--- config.mk ---
export PLATFORM = sky130hd
export DESIGN_NAME = ddr_to_rgb
export DESIGN_NICKNAME = d
export VERILOG_FILES = /design/src/rtl/ddr_to_rgb.sv
export SDC_FILE = /design/constraint.sdc
export NUM_CORES = 1
export LEC_CHECK = 0
export ABC_AREA = 0
export CORE_ASPECT_RATIO = 1.4
export CORE_MARGIN = 3
export CORE_UTILIZATION = 48
export CTS_BUF_LIST = sky130_fd_sc_hd__clkbuf_2
export DETAILED_ROUTE_END_ITERATION = 10
export PLACE_DENSITY = 0.83
export RECOVER_POWER = 100
export SLEW_MARGIN = 0
export SYNTH_ARGS = -nofsm -noshare
export SYNTH_HDL_FRONTEND = slang
export SYNTH_SLANG_ARGS = --single-unit
--- constraint.sdc ---
create_clock -name clk -period 3.2 [get_ports clk]
set_input_delay 0.96 -clock clk [delete_from_list [all_inputs] [get_ports clk]]
set_output_delay 0.96 -clock clk [all_outputs]
set_load 0.05 [all_outputs]
--- src/rtl/ddr_to_rgb.sv ---
// rtl/ddr_to_rgb.sv - streams a DDR frame buffer from MIG port 1 into the output pixel FIFO
//
// Purpose: after MIG calibration, repeatedly reads one frame of PIXEL_COUNT
// 32-bit words (64-word bursts from byte address 0 upward) and writes the low
// RGB_WIDTH bits of each word into the output pixel FIFO, forever.
//
// Ports:
//   clk, rst                 single clock, synchronous active-high reset
//   c3_calib_done            MIG calibration complete
//   c3_p1_cmd_*              MIG port-1 command channel (read bursts)
//   c3_p1_rd_*               MIG port-1 read-data channel
//   fifo_data_in/_write_enable, fifo_wr_data_count, fifo_full
//                            output pixel FIFO write side
//   led                      [0] calib, [1] frame toggle, [6:2] frame count, [7] sticky error
module ddr_to_rgb #(
  parameter int RGB_WIDTH        = 24,
  parameter int DATA_COUNT_WIDTH = 11,
  parameter int PIXEL_COUNT      = 4096,
  parameter int FIFO_DEPTH       = 2048
) (
  input  logic                        clk,
  input  logic                        rst,
  input  logic                        c3_calib_done,
  output logic                        c3_p1_cmd_en,
  output logic [2:0]                  c3_p1_cmd_instr,
  output logic [5:0]                  c3_p1_cmd_bl,
  output logic [29:0]                 c3_p1_cmd_byte_addr,
  input  logic                        c3_p1_cmd_empty,
  input  logic                        c3_p1_cmd_full,
  output logic                        c3_p1_rd_en,
  input  logic [31:0]                 c3_p1_rd_data,
  input  logic                        c3_p1_rd_full,
  input  logic                        c3_p1_rd_empty,
  input  logic [6:0]                  c3_p1_rd_count,
  input  logic                        c3_p1_rd_overflow,
  input  logic                        c3_p1_rd_error,
  output logic [RGB_WIDTH-1:0]        fifo_data_in,
  output logic                        fifo_write_enable,
  input  logic [DATA_COUNT_WIDTH-1:0] fifo_wr_data_count,
  input  logic                        fifo_full,
  output logic [7:0]                  led
);

  localparam logic [2:0] WAIT_CALIB   = 3'd0;
  localparam logic [2:0] WAIT_SPACE   = 3'd1;
  localparam logic [2:0] READ_COMMAND = 3'd2;
  localparam logic [2:0] READ_DATA    = 3'd3;
  localparam logic [2:0] FRAME_DONE   = 3'd4;

  localparam int BURSTS      = PIXEL_COUNT / 64;
  localparam int BW          = $clog2(BURSTS + 1);
  localparam int SPACE_LIMIT = FIFO_DEPTH - 64;

  logic [2:0]    state;
  logic [29:0]   addr_ptr;
  logic [6:0]    word_count;
  logic [BW-1:0] burst_count;
  logic [BW-1:0] burst_next;
  logic [7:0]    frame_count;
  logic          error_flag;
  logic          frame_toggle;
  logic          calib_q;
  logic          space_ok;

  // These MIG status inputs carry no information the sequencer needs.
  logic unused_inputs;
  assign unused_inputs = ^{c3_p1_cmd_empty, c3_p1_rd_full, c3_p1_rd_count, c3_p1_rd_data};

  // Only request a burst when the whole 64-pixel burst is guaranteed to fit.
  assign space_ok = (64'(fifo_wr_data_count) <= 64'(SPACE_LIMIT)) && !fifo_full;

  // Gated by rst so a mid-burst reset stops popping within the reset cycle itself.
  assign c3_p1_rd_en = !rst && (state == READ_DATA) && !c3_p1_rd_empty && !fifo_full;

  assign burst_next = burst_count + BW'(1);

  assign led = {error_flag, frame_count[4:0], frame_toggle, calib_q};

  always_ff @(posedge clk) begin
    if (rst) begin
      state               <= WAIT_CALIB;
      c3_p1_cmd_en        <= 1'b0;
      c3_p1_cmd_instr     <= 3'b000;
      c3_p1_cmd_bl        <= 6'd0;
      c3_p1_cmd_byte_addr <= 30'd0;
      fifo_write_enable   <= 1'b0;
      fifo_data_in        <= '0;
      addr_ptr            <= 30'd0;
      word_count          <= 7'd0;
      burst_count         <= '0;
      frame_count         <= 8'd0;
      error_flag          <= 1'b0;
      frame_toggle        <= 1'b0;
      calib_q             <= 1'b0;
    end else begin
      c3_p1_cmd_en      <= 1'b0;
      calib_q           <= c3_calib_done;
      fifo_write_enable <= c3_p1_rd_en;
      if (c3_p1_rd_en) begin
        fifo_data_in <= c3_p1_rd_data[RGB_WIDTH-1:0];
      end
      // Read-side faults are only meaningful once the MIG is calibrated.
      if ((state != WAIT_CALIB) && (c3_p1_rd_overflow || c3_p1_rd_error)) begin
        error_flag <= 1'b1;
      end

      case (state)
        WAIT_CALIB: begin
          if (c3_calib_done) state <= WAIT_SPACE;
        end
        WAIT_SPACE: begin
          if (space_ok) state <= READ_COMMAND;
        end
        READ_COMMAND: begin
          if (!c3_p1_cmd_full) begin
            c3_p1_cmd_en        <= 1'b1;
            c3_p1_cmd_instr     <= 3'b011;
            c3_p1_cmd_bl        <= 6'd63;
            c3_p1_cmd_byte_addr <= addr_ptr;
            addr_ptr            <= addr_ptr + 30'd256;
            state               <= READ_DATA;
          end
        end
        READ_DATA: begin
          if (c3_p1_rd_en) begin
            if (word_count == 7'd63) begin
              word_count  <= 7'd0;
              burst_count <= burst_next;
              state       <= (burst_next == BW'(BURSTS)) ? FRAME_DONE : WAIT_SPACE;
            end else begin
              word_count <= word_count + 7'd1;
            end
          end
        end
        FRAME_DONE: begin
          addr_ptr     <= 30'd0;
          burst_count  <= '0;
          frame_count  <= frame_count + 8'd1;
          frame_toggle <= ~frame_toggle;
          state        <= WAIT_SPACE;
        end
        default: state <= WAIT_CALIB;
      endcase
    end
  end

endmodule

Word-level counts from Yosys, hierarchy flattened --
Cells that the tools add are included.
Storage, ports and cells: register bits 116, output and inout bits 74, word-level logic and storage cells 66
Cells by class: $add $sub $neg 4, $lt $le $gt $ge 1, eq/ne operators 11, muxes and demuxes 14, bitwise operators 3, reduce and logical (&&, ||, !) cells 19
Operators by type and width (count):
- case mux 30 bit (2 select lines) | 1
- adder 30 x 9 -> 30 bit (second input constant) | 1
- two-way mux 30 bit | 1
- two-way mux 7 bit | 3
- two-way mux 3 bit | 6
- case mux 3 bit (5 select lines) | 1
- adder 7 x 1 -> 7 bit (second input constant) | 2
- case mux 7 bit (2 select lines) | 1
- less-or-equal comparator 11 bit (second input constant) | 1
- adder 8 x 1 -> 8 bit (second input constant) | 1
- != test 2 bit (second input constant) | 4
- == test 7 x 6 -> 1 bit (second input constant) | 1
- == test 7 bit (second input constant) | 1
- == test 3 x 2 -> 1 bit (second input constant) | 2
- AND reduction 2 bit | 3
- logical AND 1 bit | 5
- AND reduction 5 bit | 1
- nonzero test 2 bit | 2
- == test 3 x 1 -> 1 bit (second input constant) | 1
- == test 3 bit (second input constant) | 1
- zero test 1 bit | 3
- zero test 3 bit | 1
- NOT 1 bit | 3
- AND reduction 3 bit | 1
- 5 further kinds | 5

Longest topological paths before layout --
Gate-level depths: netlist of the first run.
word-level depth 6, depth in mapped cells 9

Least setup slack after synthesis of the first run --
No wires, ideal clock.
kind input port to output port, start input port rst, end output port c3_p1_rd_en, data arrival time 2.098 ns, required time 2.240 ns, setup slack 0.142 ns, stages 6, path buffers 3, cells stage by stage nand4bb_1 > or3_1 > buf_6 > inv_1 > buf_4 > buf_4
On the way: word-level cells in the longest chain between the ends 4
Ends and longest elaborated chain:
- start: declaration | RTL line 22 | input logic rst,
- zero test 1 bit | RTL line 73 | assign c3_p1_rd_en = !rst && (state == READ_DATA) && !c3_p1_rd_empty && !fifo_full;
- logical AND 1 bit (3 in a row) | RTL line 73
- end: declaration | RTL line 30 | output logic c3_p1_rd_en,
Every way passes these cells.

Worst setup path in the final report of the first run --
start input port fifo_full, end output port c3_p1_rd_en
On the way: word-level cells in the longest chain between the ends 2
Ends and longest elaborated chain:
- start: declaration | RTL line 40 | input logic fifo_full,
- zero test 1 bit | RTL line 73
- logical AND 1 bit | RTL line 73
Every way passes these cells.

==> out/metrics.cfg, run 1 <==
[outcome]
status=finished, final reports clean

[run]
maxCapViolCount=0

[yosys]
ys_async_sr_fraction_pct=0
synth_top_area_share_pct=46.6
yosysSeqAreaShare_pct=46.6
synth-main-ff-cell=dfxtp_1
synth.top_cells.by_count=nand2_1, dfxtp_1, nor2_1
synth_edf_count=0
ys_ff_latch=96
syn_inst=482
netlist_top_cells_area=dfxtp_1, nand2_1, xnor2_1
syn_area_per_cell_um2=8.56
netlist_area_um2=4130
synth.most_common_cell=nand2_1
synth_warnings=0
synth_top_cell_by_area=dfxtp_1
ys_types=46

[pwr]
p_sw_uw=502
switching_share_pct=25.6
combPwrFrac_pct=8.9
power_frac_seq_pct=62.0
p_int_uw=1460
pwr-share-clk_pct=29.1
p_leak_uw=0.00214
power_density_nw_per_um2=381
peakVddDrop_uv=268

[clock_tree]
cts_buffers=9
cts_tree=built
cts_buffer_depth=2
cts_hold_buf=0
cts_root_buf=clkbuf_2
cts_max_level=3
clock_latency_ns=0.56
cts_setup_buffers=0
cts.clk_slew.worst_paths_ns=0.24
cts-resized-gates=0
cts_sinks=96

[critical_path]
arrival_ns=2.14
critPathRequiredTime_ns=2.24
worstPathMaxFanout=3
crit_family=buffers and inverters
crit_path_start_kind=input port
critPathCaptureType=output pin
crit_buf_inv=3
critPathSlowestCell=clkdlybuf4s50_1
critical_path_class=in -> out
crit_chain=clkdlybuf4s50_1, or3_1, inv_1, clkbuf_4
max_stage_delay_ns=0.44

[layout]
insertedDiodeCount=0
final_core_util_pct=62.5
syn2layout_area_growth_pct=25.0
num-nets-final=631
drive_above_1_share_pct=4.73
design_area_um2=5160

[floorplan]
ios=134
die-height_um=116
die_area_um2=9760
initial_core_util_pct=50.0
num_rows=39
die_w_um=84.4
core_area_um2=8250

[drt]
drtAntennaViolNets=0
drt-initial-drc-count=184
num_vias=3442
routed_wl_um=8890
wl_per_cell_um=13.2
vias_per_cell=5.11
drt-pass1-iter-count=5
drcViolationCount=0

[global_route]
antenna_found_initial=0
gr-total-overflow=0
grt_pass1_vias=3348
grt_start_max_net_pins=67
grt_use_total_pct=19.2
grt_pass1_wl_um=15100

[placement]
place_area_um2=5100
hpwl_um=6390
port_buffers=107
routabilityCongestion=0.815

[sta]
worst_pin_slew_ns=1.40
layout_min_cycle_time_ns=3.10
hold_violations=0
setup_viol=0
fin_crit_sh_pct=96.7
whs_ns=0.459
relSlewSlack_pct=6.72
report.final.slew_viol_count=0
timing.fmax_ghz=0.323
rsz0062_at_grt=no
tns_ns=0
skew_ns=0.0407

[min_path]
hp-class=reg -> reg

## layout make-up
cell class,count,area (um^2)
fillers,720,3090
flip-flops and latches,96,1920
multi-input cells,337,1870
repair buffers,113,1090
well taps,102,128
clock inverters,6,60.1
clock buffers,10,50.0
inverters,9,33.8
## tightest hold or removal path: cells and delay by family, from the launching register on
family / cells / cell delay [ns]
buf+inv: 1 / 0.05
compound gates: 1 / 0.05
flops: 1 / 0.36
## layer usage
layer / track usage, % / up-vias / wire length [um] / share of wire [%]
met1: 21.5 / 1566 / 3590 / 40
met3: 7.82 / 6 / 844 / 9.5
met2: 33.3 / 133 / 4370 / 49
met4: 6.55 / 0 / 82 / 0.92
li1: - / 1737 / - / -
met5: 0 / - / 0 / 0
## power groups by stage
| stage | Combinational (uW) | Clock [uW] | Sequential (uW) |
|---|---|---|---|
| finish | 175 | 570 | 1220 |
| global route | 187 | 647 | 1220 |
| CTS | 182 | 592 | 1220 |
| detailed placement | 181 | 0 | 1240 |
| global placement | 179 | 0 | 1240 |
| floorplan | 117 | 0 | 1240 |
## sequential cells by signal, indices dropped and copies added, names as in the netlist
name                 cells
addr_ptr                22
burst_count              7
c3_p1_cmd_bl             1
c3_p1_cmd_byte_addr     22
c3_p1_cmd_en             1
calib_q                  1
error_flag               1
fifo_data_in            24
fifo_write_enable        1
frame_count              5
frame_toggle             1
state                    3
word_count               7
## path summary, 6_finish.rpt
check,end,cells past startpoint,from,slack [ns]
hold / removal,error_flag$_SDFFE_PP0P_,2,error_flag$_SDFFE_PP0P_,0.46
setup reg to reg,word_count[5]$_SDFFE_PP0P_,7,state[1]$_SDFFE_PP0P_,0.33
setup / recovery,c3_p1_rd_en,4,fifo_full,0.10
hold reg to reg,error_flag$_SDFFE_PP0P_,2,error_flag$_SDFFE_PP0P_,0.46
## cells by family (layout without fill, tap and decap cells)
family / Yosys count / in the layout / synth area share, %
buf+inv: 57 / 138 / 7.91
xor+xnor: 33 / 33 / 7.00
flops: 96 / 96 / 46.6
simple gates: 243 / 243 / 30.4
other cells: 1 / 9 / 0.0909
compound gates: 45 / 45 / 6.00
fa+ha+maj: 5 / 5 / 1.52
mux: 2 / 2 / 0.485
## cell usage in the layout, fill, tap and decap left out, types with 3 or more instances in the layout
cell	netlist	layout
xor2_1	10	10
dfxtp_1	96	96
xnor2_1	23	23
nor3_1	6	6
clkdlybuf4s50_1	0	38
dlygate4sd3_1	0	67
conb_1	1	9
nand4_1	7	7
and3_1	7	7
nor4_1	7	9
clkbuf_1	16	4
o21ai_0	6	6
nor3b_1	3	4
nor2_1	37	37
nand3_1	13	13
nand3b_1	25	25
inv_1	9	9
ha_1	5	5
nor2_2	3	3
or3_1	7	7
nand2_1	110	110
a21oi_1	31	31
clkbuf_2	0	11
## through the flow
step	setup slack (ns)	power (uW)	cells
final	0.104	1960	673
after detailed placement	0.117	1420	657
after global placement	0.134	1420	657
after global routing	0.0467	2050	673
after floorplan	0.142	1360	490
after CTS	0.110	1990	673
Note: power is estimated with default switching activity, not from simulation.
==> inputs of run 2 (changes only) <==
Settings changed: REMOVE_ABC_BUFFERS set to 1.
==> out/metrics.cfg, run 2 (synthesized netlist as in run 1, its figures left out) <==
[pwr]
switching_share_pct=27.0
combPwrFrac_pct=9.3
power_frac_seq_pct=64.7
peakVddDrop_uv=200
p_leak_uw=0.00213
pwr-share-clk_pct=26.0
p_sw_uw=508
power_density_nw_per_um2=365
finalPower_uw=1880
p_int_uw=1370

[sta]
whs_ns=0.466
setup_viol=0
hold_violations=0
fin_crit_sh_pct=96.5
relSlewSlack_pct=4.58
rsz0062_at_grt=no
report.final.slew_viol_count=0
layout_min_cycle_time_ns=3.09
setup_slack_ns=0.113
timing.fmax_ghz=0.324
worst_pin_slew_ns=1.43
skew_ns=0.0262

[placement]
hpwl_um=6670
dp_worst_setup_slack_ns=0.117
port_buffers=107
place_area_um2=5100
routabilityCongestion=0.800

[min_path]
holdPathStages=2
hp-class=reg -> reg

[floorplan]
ios=134
initial_core_util_pct=50.0
die_area_um2=9760
core_area_um2=8250
die_w_um=84.4
die-height_um=116
num_rows=39

[global_route]
gr-total-overflow=0
grt_pass1_vias=3385
grt_pass1_wl_um=15400
grt_use_total_pct=19.3
grt_start_max_net_pins=67
antenna_found_initial=0

[outcome]
status=finished, final reports clean

[critical_path]
critPathSlowestCell=clkdlybuf4s50_1
critPathCaptureType=output pin
max_stage_delay_ns=0.45
arrival_ns=2.13
worstPathMaxFanout=3
crit_path_start_kind=input port
crit_chain=clkdlybuf4s50_1, or3_1, inv_1, buf_4
critPathRequiredTime_ns=2.24
critical_path_class=in -> out
reg2regPathDepth=6

[clock_tree]
cts_hold_buf=0
cts.clk_slew.worst_paths_ns=0.23
clock_latency_ns=0.56
cts-resized-gates=0
cts_root_buf=clkbuf_2
cts_sinks=96
cts_buffer_depth=2
cts_tree=built
cts_buffers=9
cts_max_level=3
cts_setup_buffers=0

[drt]
vias_per_cell=5.21
num_vias=3502
wl_per_cell_um=13.8
routed_wl_um=9280
drt-pass1-iter-count=4
drtAntennaViolNets=0
drcViolationCount=0
drt-initial-drc-count=176

[layout]
drive_above_1_share_pct=5.09
regMostFlops=fifo_data_in
insertedDiodeCount=0
syn2layout_area_growth_pct=25.0
reg_top3=fifo_data_in (24), addr_ptr (22), c3_p1_cmd_byte_addr (22)
num-nets-final=631
layout_common_cells=nand2_1, dfxtp_1, dlygate4sd3_1
design_area_um2=5160
final_common_cell=nand2_1
largest_reg_flops=24

[run]
maxCapViolCount=0

run 2: changes by cell type in the layout (fill, tap and decap cells not counted):
cell,change
or2_2,-1
bufinv_16,-1
buf_4,+1
nor4b_4,+1
clkinvlp_4,+1
nor4_2,+2
nor4_1,-2
clkdlybuf4s50_1,+1
clkbuf_1,-1
or2_1,+1
clkbuf_4,-1
dlygate4sd3_1,-1
nor4b_1,-1
run 2: worst paths after layout:
kind / from / endpoint / slack (ns)
hold / removal: c3_p1_cmd_byte_addr[25]$_SDFFE_PP0P_ / c3_p1_cmd_byte_addr[25]$_SDFFE_PP0P_ / 0.47
hold reg to reg: c3_p1_cmd_byte_addr[25]$_SDFFE_PP0P_ / c3_p1_cmd_byte_addr[25]$_SDFFE_PP0P_ / 0.47
setup / recovery: fifo_full / c3_p1_rd_en / 0.11
setup reg to reg: state[0]$_SDFFE_PP0P_ / burst_count[1]$_SDFFE_PP0P_ / 0.31
run 2: routing by layer:
metal	up-vias	wire, um	GRT usage [%]
met5	-	0	0
met4	0	222	8.55
met3	16	709	5.97
met2	118	4710	34.4
met1	1626	3640	21.3
li1	1742	-	-
run 2: power groups by stage:
stage | clock, uW | sequential (uW) | combinational (uW)
2_1_floorplan | 0 | 1270 | 57.6
3_3_place_gp | 0 | 1240 | 179
3_5_place_dp | 0 | 1240 | 181
4_1_cts | 497 | 1220 | 182
5_1_grt | 542 | 1220 | 188
6_report | 489 | 1220 | 176
run 2: stage by stage:
stage	utilization, %	cells	TNS [ns]
6_report	62.5	672	0
5_1_grt	62.5	672	0
4_1_cts	62.8	672	0
3_5_place_dp	61.8	657	0
3_3_place_gp	61.8	657	0
2_1_floorplan	-	442	-5.55
run 2: cell type report:
type / instances / area, um^2
fillers: 718 / 3090
flip-flops and latches: 96 / 1920
multi-input cells: 337 / 1900
repair buffers: 113 / 1090
well taps: 102 / 128
clock buffers: 9 / 45.0
clock inverters: 6 / 37.5
inverters: 9 / 33.8
run 2: worst max-delay path, delay by kind of cell:
family / cells / cell delay (ns)
simple gates: 1 / 0.42
buf+inv: 3 / 0.75
==> inputs of run 3 (changes only) <==
Settings changed: CORE_ASPECT_RATIO 1.4 to not set, CORE_UTILIZATION 48 to 51, PLACE_DENSITY 0.83 to 0.87.
Clock period 3.2 ns to 3.7 ns, I/O delays scaled along.
==> out/metrics.cfg, run 3 (synthesized netlist as in run 1, its figures left out) <==
[outcome]
status=finished, violations left
violations=capacitance limit, slew limit

[critical_path]
critPathRequiredTime_ns=2.59
crit_path_start_kind=input port
reg2reg_slack_ns=0.72
reg2regPathDepth=3
timing.rr.end=addr_ptr[28]$_SDFFE_PP0P_
arrival_ns=2.38
timing.rr.start=state[2]$_SDFFE_PP0P_
critical_path_class=in -> out
cp-startpoint=fifo_full
crit_end=c3_p1_rd_en
worstPathMaxFanout=3
critPathCaptureType=output pin

[drt]
drt-met1-wl_um=3620
routed_wl_um=8840
drtAntennaViolNets=0
highest_layer=met4
drcViolationCount=0
num_vias=3458
drt-pass1-iter-count=4
wl_per_cell_um=13.2
vias_per_cell=5.16
wl_met3_um=787
routed-wl-met2_um=4250
drt-initial-drc-count=118

[clock_tree]
cts_sinks=96
cts_max_level=3
cts_setup_buffers=0
cts_hold_buf=0
cts_buffer_depth=2
cts_buffers=9
clock_latency_ns=0.54
cts_root_buf=clkbuf_2
cts.clk_slew.worst_paths_ns=0.21
cts-resized-gates=0
cts_tree=built

[floorplan]
core_area_um2=7810
die_area_um2=9210
num_rows=32
die-height_um=96.0
die_w_um=96.0
initial_core_util_pct=52.9
ios=134

[sta]
relSlewSlack_pct=-14.1
layout_min_cycle_time_ns=3.49
hold_violations=0
report.final.slew_viol_count=30
setup_viol=0
skew_ns=0.0263
setup_slack_ns=0.215
rsz0062_at_grt=no
whs_ns=0.458
timing.fmax_ghz=0.287
worst_pin_slew_ns=1.71
fin_crit_sh_pct=94.2

[layout]
final_common_cell=nand2_1
insertedDiodeCount=0
reg_top3=fifo_data_in (24), addr_ptr (22), c3_p1_cmd_byte_addr (22)
layout_common_cells=nand2_1, dfxtp_1, dlygate4sd3_1
num-nets-final=629
largest_reg_flops=24
syn2layout_area_growth_pct=26.0
regMostFlops=fifo_data_in
final_core_util_pct=66.6
drive_above_1_share_pct=4.93

[run]
maxCapViolCount=1

[global_route]
grt_pass1_vias=3130
grt_pass1_wl_um=14000
gr-total-overflow=0
grt_use_total_pct=19.4
antenna_found_initial=0
grt_start_max_net_pins=67

[placement]
port_buffers=107
routabilityCongestion=0.840
dp_worst_setup_slack_ns=0.335
hpwl_um=6320

[pwr]
p_leak_uw=0.00215
peakVddDrop_uv=173
power_density_nw_per_um2=338

[min_path]
hp-class=reg -> reg

-- run 3: final cells by class --
type	count	area, um^2
Clock buffer	12	60.1
Clock inverter	3	67.6
Fill cell	641	2610
Inverter	9	33.8
Multi-Input combinational cell	337	1900
Sequential cell	96	1920
Tap cell	102	128
Timing Repair Buffer	111	1080
-- run 3: metrics by stage --
| step | area (um^2) | instances | TNS (ns) | total power (uW) |
|---|---|---|---|---|
| 6_report | 5200 | 670 | 0 | 1760 |
| 5_1_grt | 5200 | 670 | 0 | 1820 |
| 4_1_cts | 5210 | 670 | 0 | 1770 |
| 3_5_place_dp | 5080 | 655 | 0 | 1230 |
| 3_3_place_gp | 5080 | 655 | 0 | 1230 |
| 2_1_floorplan | 3860 | 442 | -2.39 | 1150 |
-- run 3: worst min-delay path by stage --
stage	startpoint	end	slack [ns]	cells after the start
5_1_grt	error_flag$_SDFFE_PP0P_	error_flag$_SDFFE_PP0P_	0.48	2
4_1_cts	error_flag$_SDFFE_PP0P_	error_flag$_SDFFE_PP0P_	0.46	2
3_5_place_dp	error_flag$_SDFFE_PP0P_	error_flag$_SDFFE_PP0P_	0.44	2
3_3_place_gp	error_flag$_SDFFE_PP0P_	error_flag$_SDFFE_PP0P_	0.44	2
2_1_floorplan	addr_ptr[29]$_SDFFE_PP0P_	c3_p1_cmd_byte_addr[29]$_SDFFE_PP0P_	0.44	2
6_report	error_flag$_SDFFE_PP0P_	error_flag$_SDFFE_PP0P_	0.46	2
-- run 3: where the power goes --
| group | total (uW) | switching (uW) | internal, uW |
|---|---|---|---|
| clock | 555 | 327 | 228 |
| combinational | 151 | 87.7 | 63.0 |
| sequential | 1050 | 8.72 | 1040 |
| total | 1760 | 423 | 1340 |
-- run 3: worst max-delay path, stage by stage --
cell and delay, ns:
dlygate4sd3_1 0.57, or3_1 0.41, inv_1 0.09, buf_4 0.20
-- run 3: metal layers --
metal,GRT usage (%),vias up
met1,23.0,1574
met3,7.04,17
met2,31.4,126
met5,0,-
met4,8.77,0
li1,-,1741
==> RTL change 1 (settings of run 3) <==
`DATA_COUNT_WIDTH`: 11 -> 22.
--- a/src/rtl/ddr_to_rgb.sv
+++ b/src/rtl/ddr_to_rgb.sv
@@ -15,5 +15,5 @@
 module ddr_to_rgb #(
   parameter int RGB_WIDTH        = 24,
-  parameter int DATA_COUNT_WIDTH = 11,
+  parameter int DATA_COUNT_WIDTH = 22,
   parameter int PIXEL_COUNT      = 4096,
   parameter int FIFO_DEPTH       = 2048
Interface: changed (resized fifo_wr_data_count); port bits go from 134 to 145. No check against the original RTL was run, so the function may have changed too.
==> RTL change 1 against run 3 <==
Worst hold slack got worse by 0.0087 ns; final area grew 0.43%; power is 6.6% lower; synthesized cell count decreased by 1.2%; sequential cell count did not move; cell count is 1.2% higher; via count shrank 1.4%; setup slack better by 0.049 ns; wire length fell by 0.18%; sequential share of layout area is 0.16 points lower; synthesized area is 2.7% lower; maximum frequency grew 1.4%; critical endpoint unchanged; highest routed layer unchanged.
==> RTL change 1: results (changes against run 3) <==
* Net count, final at 649 (+3.2%)
* Share of layout cells above drive strength 1 at 4.49% (-0.44 points)
* Crit path DAT at 2.33 ns (-0.05 ns)
* Area grow syn2layout at 30.0%
* FILL cells at 579 (-9.7%)
* Worst slew pin tran at 1.20 ns (-0.510 ns)
* Port-buffer cells at 118 (+10%)
* Clk Tree Root Cell: clkbuf_2
* Core Area at 7450 µm² (-4.6%)
* R2r endpoint: addr_ptr[29]
* GR Util met2 at 35.5% (+4.1 points)
* Number of global-route vias before repair at 3242 (+3.6%)
* VDD IR max at 247 µV (+43%)
* Met1 GRT Util at 24.3% (+1.3 points)
* Clock-pin transition on the worst setup and hold timing paths at 0.22 ns
* M3 GR Usage at 4.06% (-3.0 points)
* WL/cell at 13.0 µm (-1.4%)
* RR Startpoint: state[1]
* Yosys top cell area share at 47.9% (+1.3 points)
* Flop2flop setup slack at 0.99 ns (+0.27 ns)
* Hold Crit Depth at 2 (unchanged)
* Synth cell types at 42 (-8.7%)
* Final HPWL DP at 6.44 mm (+1.8%)
* Resize count post-CTS at 0 (unchanged)
* Status: complete, no violations
* Syn Area/Cell at 8.44 µm² (-1.5%)
* Initial antenna violation count at 0 (unchanged)
* Largest net degree at the start of global routing at 68 (+1.5%)
* Clock latency on the worst-skew pair at 0.53 ns
* Leak at 1.98 nW (-7.8%)
* Total GRT Usage at 20.1% (+0.69 points)
* Reg2Reg Depth at 6 (+3)
* Sequential area share after synthesis at 47.9% (+1.3 points)
* Total placed cells including tap cells at 662 (+1.1%)
* Worst Skew at 0.0264 ns (+0.000111 ns)
* Post-CTS Repair Setup Buffers at 0 (unchanged)
* Gpl congestion at 0.792 (-5.8%)
* Routed vias at 3408 (-1.4%)
* DRT Wirelength at 8.83 mm (-0.18%)
* First-pass GRT wire length at 14.6 mm (+4.4%)
* Largest regs: fifo_data_in (24), addr_ptr (22), c3_p1_cmd_byte_addr (22)
* H-tree levels at 3 (unchanged)
* Dominant cells by area after synthesis: dfxtp_1 (48%), nand2_1 (7.9%), nand2b_1 (4.5%)
* Initial DRC Count at 119 (+0.85%)
* Synth cell count leaders: dfxtp_1 (96), nand2_1 (85), nor2_1 (36), o21ai_0 (32), a21oi_1 (31)
* Placed instance area at 5140 µm² (+1.1%)
* Pint at 1.22 mW (-9.0%)
[RTL change 1: changes by cell type after synthesis, sizes merged, moves of 3 or more]
cell and change:
nand3b -24, xor2 +4, nor3b -3, nand2 -25
nand3 -3, o21ai +26, nor3 +7, xnor2 -6
nand2b +29, buf -6, and3 -4
[RTL change 1: final cells by class]
cell class / count / share of cell area, %
clock buffer: 10 / 0.959
clock inverter: 6 / 0.863
inverter: 8 / 0.575
multi-input combinational: 336 / 35.5
sequential: 96 / 36.8
tap: 99 / 2.37
timing repair buffer: 123 / 22.9
[RTL change 1: cell families (layout without fill, tap and decap cells)]
family	Yosys count	count (layout)	share of synthesized area [%]
DFF	96	96	47.9
adders and majority gates	4	4	1.25
and+or+nand+nor	219	219	27.1
other	1	9	0.0934
xor gates and xnor gates	31	31	6.76
muxes	3	3	0.748
buffers and inverters	52	147	6.95
AOI/OAI and AO/OA	70	70	9.19
[RTL change 1: worst max-delay path, cell delays in order]
cell and delay, ns:
clkdlybuf4s50_1 0.44, nor4b_1 0.38, nand2b_1 0.13, clkinv_1 0.07, buf_4 0.19
[RTL change 1: stage by stage]
stage,setup slack (ns),TNS [ns]
3_3_place_gp,0.244,0
6_report,0.264,0
4_1_cts,0.242,0
2_1_floorplan,-0.267,-2.14
3_5_place_dp,0.232,0
5_1_grt,0.0965,0
[RTL change 1: routing by layer]
| layer | part of all wire (%) | wire, µm |
|---|---|---|
| met1 | 43 | 3840 |
| met2 | 49 | 4330 |
| met3 | 5.8 | 516 |
| met4 | 1.6 | 137 |
| met5 | 0 | 0 |
[RTL change 1: power groups by stage]
stage	registers, mW	logic, mW	clock network (mW)
3_3_place_gp	1.08	0.145	0
4_1_cts	1.06	0.148	0.450
3_5_place_dp	1.08	0.147	0
6_report	1.06	0.146	0.439
2_1_floorplan	1.08	0.0563	0
5_1_grt	1.06	0.156	0.497
[RTL change 1: worst min-delay path by stage]
stage,start,to,slack [ns]
after detailed placement,word_count[6],word_count[6],0.42
final,word_count[6],word_count[6],0.45
after floorplan,word_count[6],word_count[6],0.40
after global placement,word_count[6],word_count[6],0.41
after CTS,word_count[6],word_count[6],0.45
after global routing,error_flag,error_flag,0.49
==> RTL change 2 (config.mk and constraints of run 3) <==
Without the edit above. Reset style: asynchronous (`rst`), changed in one clocked block. Comments in the files are not updated.
--- a/src/rtl/ddr_to_rgb.sv
+++ b/src/rtl/ddr_to_rgb.sv
@@ -77,5 +77,5 @@
   assign led = {error_flag, frame_count[4:0], frame_toggle, calib_q};
 
-  always_ff @(posedge clk) begin
+  always_ff @(posedge clk or posedge rst) begin
     if (rst) begin
       state               <= WAIT_CALIB;
Check against the original RTL: differs if rst is asserted again (counterexample within 4 cycles, from zero or initial values and one cycle with rst high); with rst held inactive, the same outputs for 10 cycles.
==> RTL change 2 against run 3 <==
The run still ends with max-capacitance violations, max-slew violations left; via count decreased by 7.3%; wire length increased by 3.2%; sequential cell count unchanged; cell count decreased by 8.1%; sequential share of layout area increased by 6.9 points; non-clock buffer count increased by 2; final area increased by 5.2%; setup slack improved by 0.015 ns; synthesized area increased by 4.9%; critical path type unchanged; highest routed layer unchanged.
Power is not compared: it rests on default switching activity, and its combinational part moved more than twofold at a synthesized area within 25%.
==> RTL change 2: results (changes against run 3) <==
* Initial antenna violation count at 0 (unchanged)
* Syn Area/Cell at 10.5 µm² (+22%)
* Critical-path maximum fanout at 3 (unchanged)
* Ys Warns at 0 (unchanged)
* Number of global-route vias before repair at 3267 (+4.4%)
* Post-cts hold buffer count at 0 (unchanged)
* Share of layout cells above drive strength 1 at 7.98% (+3.0 points)
* Worst slew pin tran at 2.15 ns (+0.435 ns)
* Total placed cells including tap cells at 601 (-8.2%)
* Reg2Reg Depth at 5 (+2)
* Setup slack at placement at 0.286 ns (-0.0492 ns)
* First-pass GRT wire length at 15.5 mm (+10%)
* Resize count post-CTS at 0 (unchanged)
* Post-CTS Repair Setup Buffers at 0 (unchanged)
* Leak at 2.62 nW
* Violated checks: max-capacitance violations, max-slew violations
* Gpl congestion at 0.783 (-6.8%)
* Total GRT Usage at 19.4% (+0.025 points)
* Clock latency on the worst-skew pair at 0.52 ns (-0.02 ns)
* Status: finished with violations
* Worst Hold End: error_flag
* Fin. max-slew vios at 51 (+70%)
* Dominant cells by area after synthesis: dfrtp_1 (55%), nand2_1 (8.4%), mux2_2 (6.0%)
* FFs w/ async S/R, synth at 100% (+100 points)
* Net count, final at 575 (-8.6%)
* Final HPWL DP at 6.49 mm (+2.7%)
* R2r endpoint: addr_ptr[27]
* Total CTS buffers at 9 (unchanged)
* Drt first pass iters at 7 (+3)
* Max-cap violation count at 1 (unchanged)
* Routed vias at 3205 (-7.3%)
* Worst min-delay path class: reg2reg
* Fin cells at 616 (-8.1%)
* Worst Skew at 0.0276 ns (+0.00132 ns)
* Initial DRC Count at 137 (+16%)
* Largest net degree at the start of global routing at 51 (-24%)
* HP Start: error_flag
* Sequential area share after synthesis at 55.5% (+8.9 points)
* Flop2flop setup slack at 0.92 ns (+0.20 ns)
* Synth cell count leaders: nand2_1 (97), dfrtp_1 (96), nor2_1 (26), mux2_2 (23), buf_4 (21)
* Min Hold Slack at 0.490 ns (+0.0321 ns)
* WL/cell at 14.8 µm (+12%)
* Sw Pwr at 0.854 mW
* Hold Crit Depth at 1 (-1)
* Synth cell types at 48 (+4.3%)
* Largest regs: fifo_data_in (24), addr_ptr (22), c3_p1_cmd_byte_addr (22)
* Port-buffer cells at 107 (unchanged)
* Crit path DAT at 2.36 ns (-0.02 ns)
* RR Startpoint: state[0]
[RTL change 2: cell types whose count changed in the layout (fill, tap and decap cells not counted), sizes merged, moves of 13 or more]
cell | run 3 | this run
dfxtp | 96 | 0
mux2 | 0 | 23
nor2 | 40 | 26
nand2 | 110 | 97
nand3b | 25 | 1
a21oi | 31 | 6
dfrtp | 0 | 96
[RTL change 2: power groups by stage]
stage / clock, mW / combinational, mW / sequential [mW]
2_1_floorplan: 0 / 0.128 / 1.52
3_3_place_gp: 0 / 0.684 / 1.22
3_5_place_dp: 0 / 0.694 / 1.23
4_1_cts: 0.634 / 0.695 / 1.21
5_1_grt: 0.680 / 0.685 / 1.22
6_report: 0.624 / 0.652 / 1.20
[RTL change 2: through the flow]
stage                     area (µm²)  TNS [ns]  util, %
final                           5470         0     68.7
after detailed placement        5400         0     67.8
after global routing            5470         0     68.7
after global placement          5400         0     67.8
after CTS                       5560         0     69.7
after floorplan                 4130    -0.716        -
[RTL change 2: how the worst max path moves through the flow]
stage                         start               to  slack (ns)  depth (start not counted)
detailed placement              rst      c3_p1_rd_en        0.29                          5
global placement                rst      c3_p1_rd_en        0.30                          5
CTS                             rst      c3_p1_rd_en        0.27                          5
global route                    rst      c3_p1_rd_en        0.14                          5
floorplan           c3_p1_cmd_bl[0]  c3_p1_cmd_bl[0]       -0.09                          0
finish                          rst      c3_p1_rd_en        0.23                          5
[RTL change 2: final cells by class]
| cell class | count | area (µm²) |
|---|---|---|
| Fill cell | 591 | 2500 |
| Multi-Input combinational cell | 284 | 1650 |
| Sequential cell | 96 | 2400 |
| Inverter | 6 | 23.8 |
| Clock inverter | 5 | 106 |
| Timing Repair Buffer | 113 | 1110 |
| Tap cell | 102 | 128 |
| Clock buffer | 10 | 50.0 |
[RTL change 2: critical path: stages]
cell and delay (ns):
dlygate4sd3_1 0.58, nor3_1 0.21, nand2_1 0.09, inv_1 0.19
buf_12 0.17
[RTL change 2: logic make-up after synthesis]
group	after synthesis	synth area share, %
and+or+nand+nor	186	20.4
DFF	96	55.5
xor gates and xnor gates	28	5.66
muxes	24	6.21
buffers and inverters	42	5.95
AOI/OAI and AO/OA	32	4.74
other	1	0.0866
adders and majority gates	5	1.44
[RTL change 2: layer usage]
layer  global-route usage [%]  up-vias  share of wire (%)
met5                        0        -                  0
met4                     6.83        0                1.6
met3                     3.50       15                4.0
met2                     33.0       73                 50
met1                     25.2     1555                 45
li1                         -     1562                  -
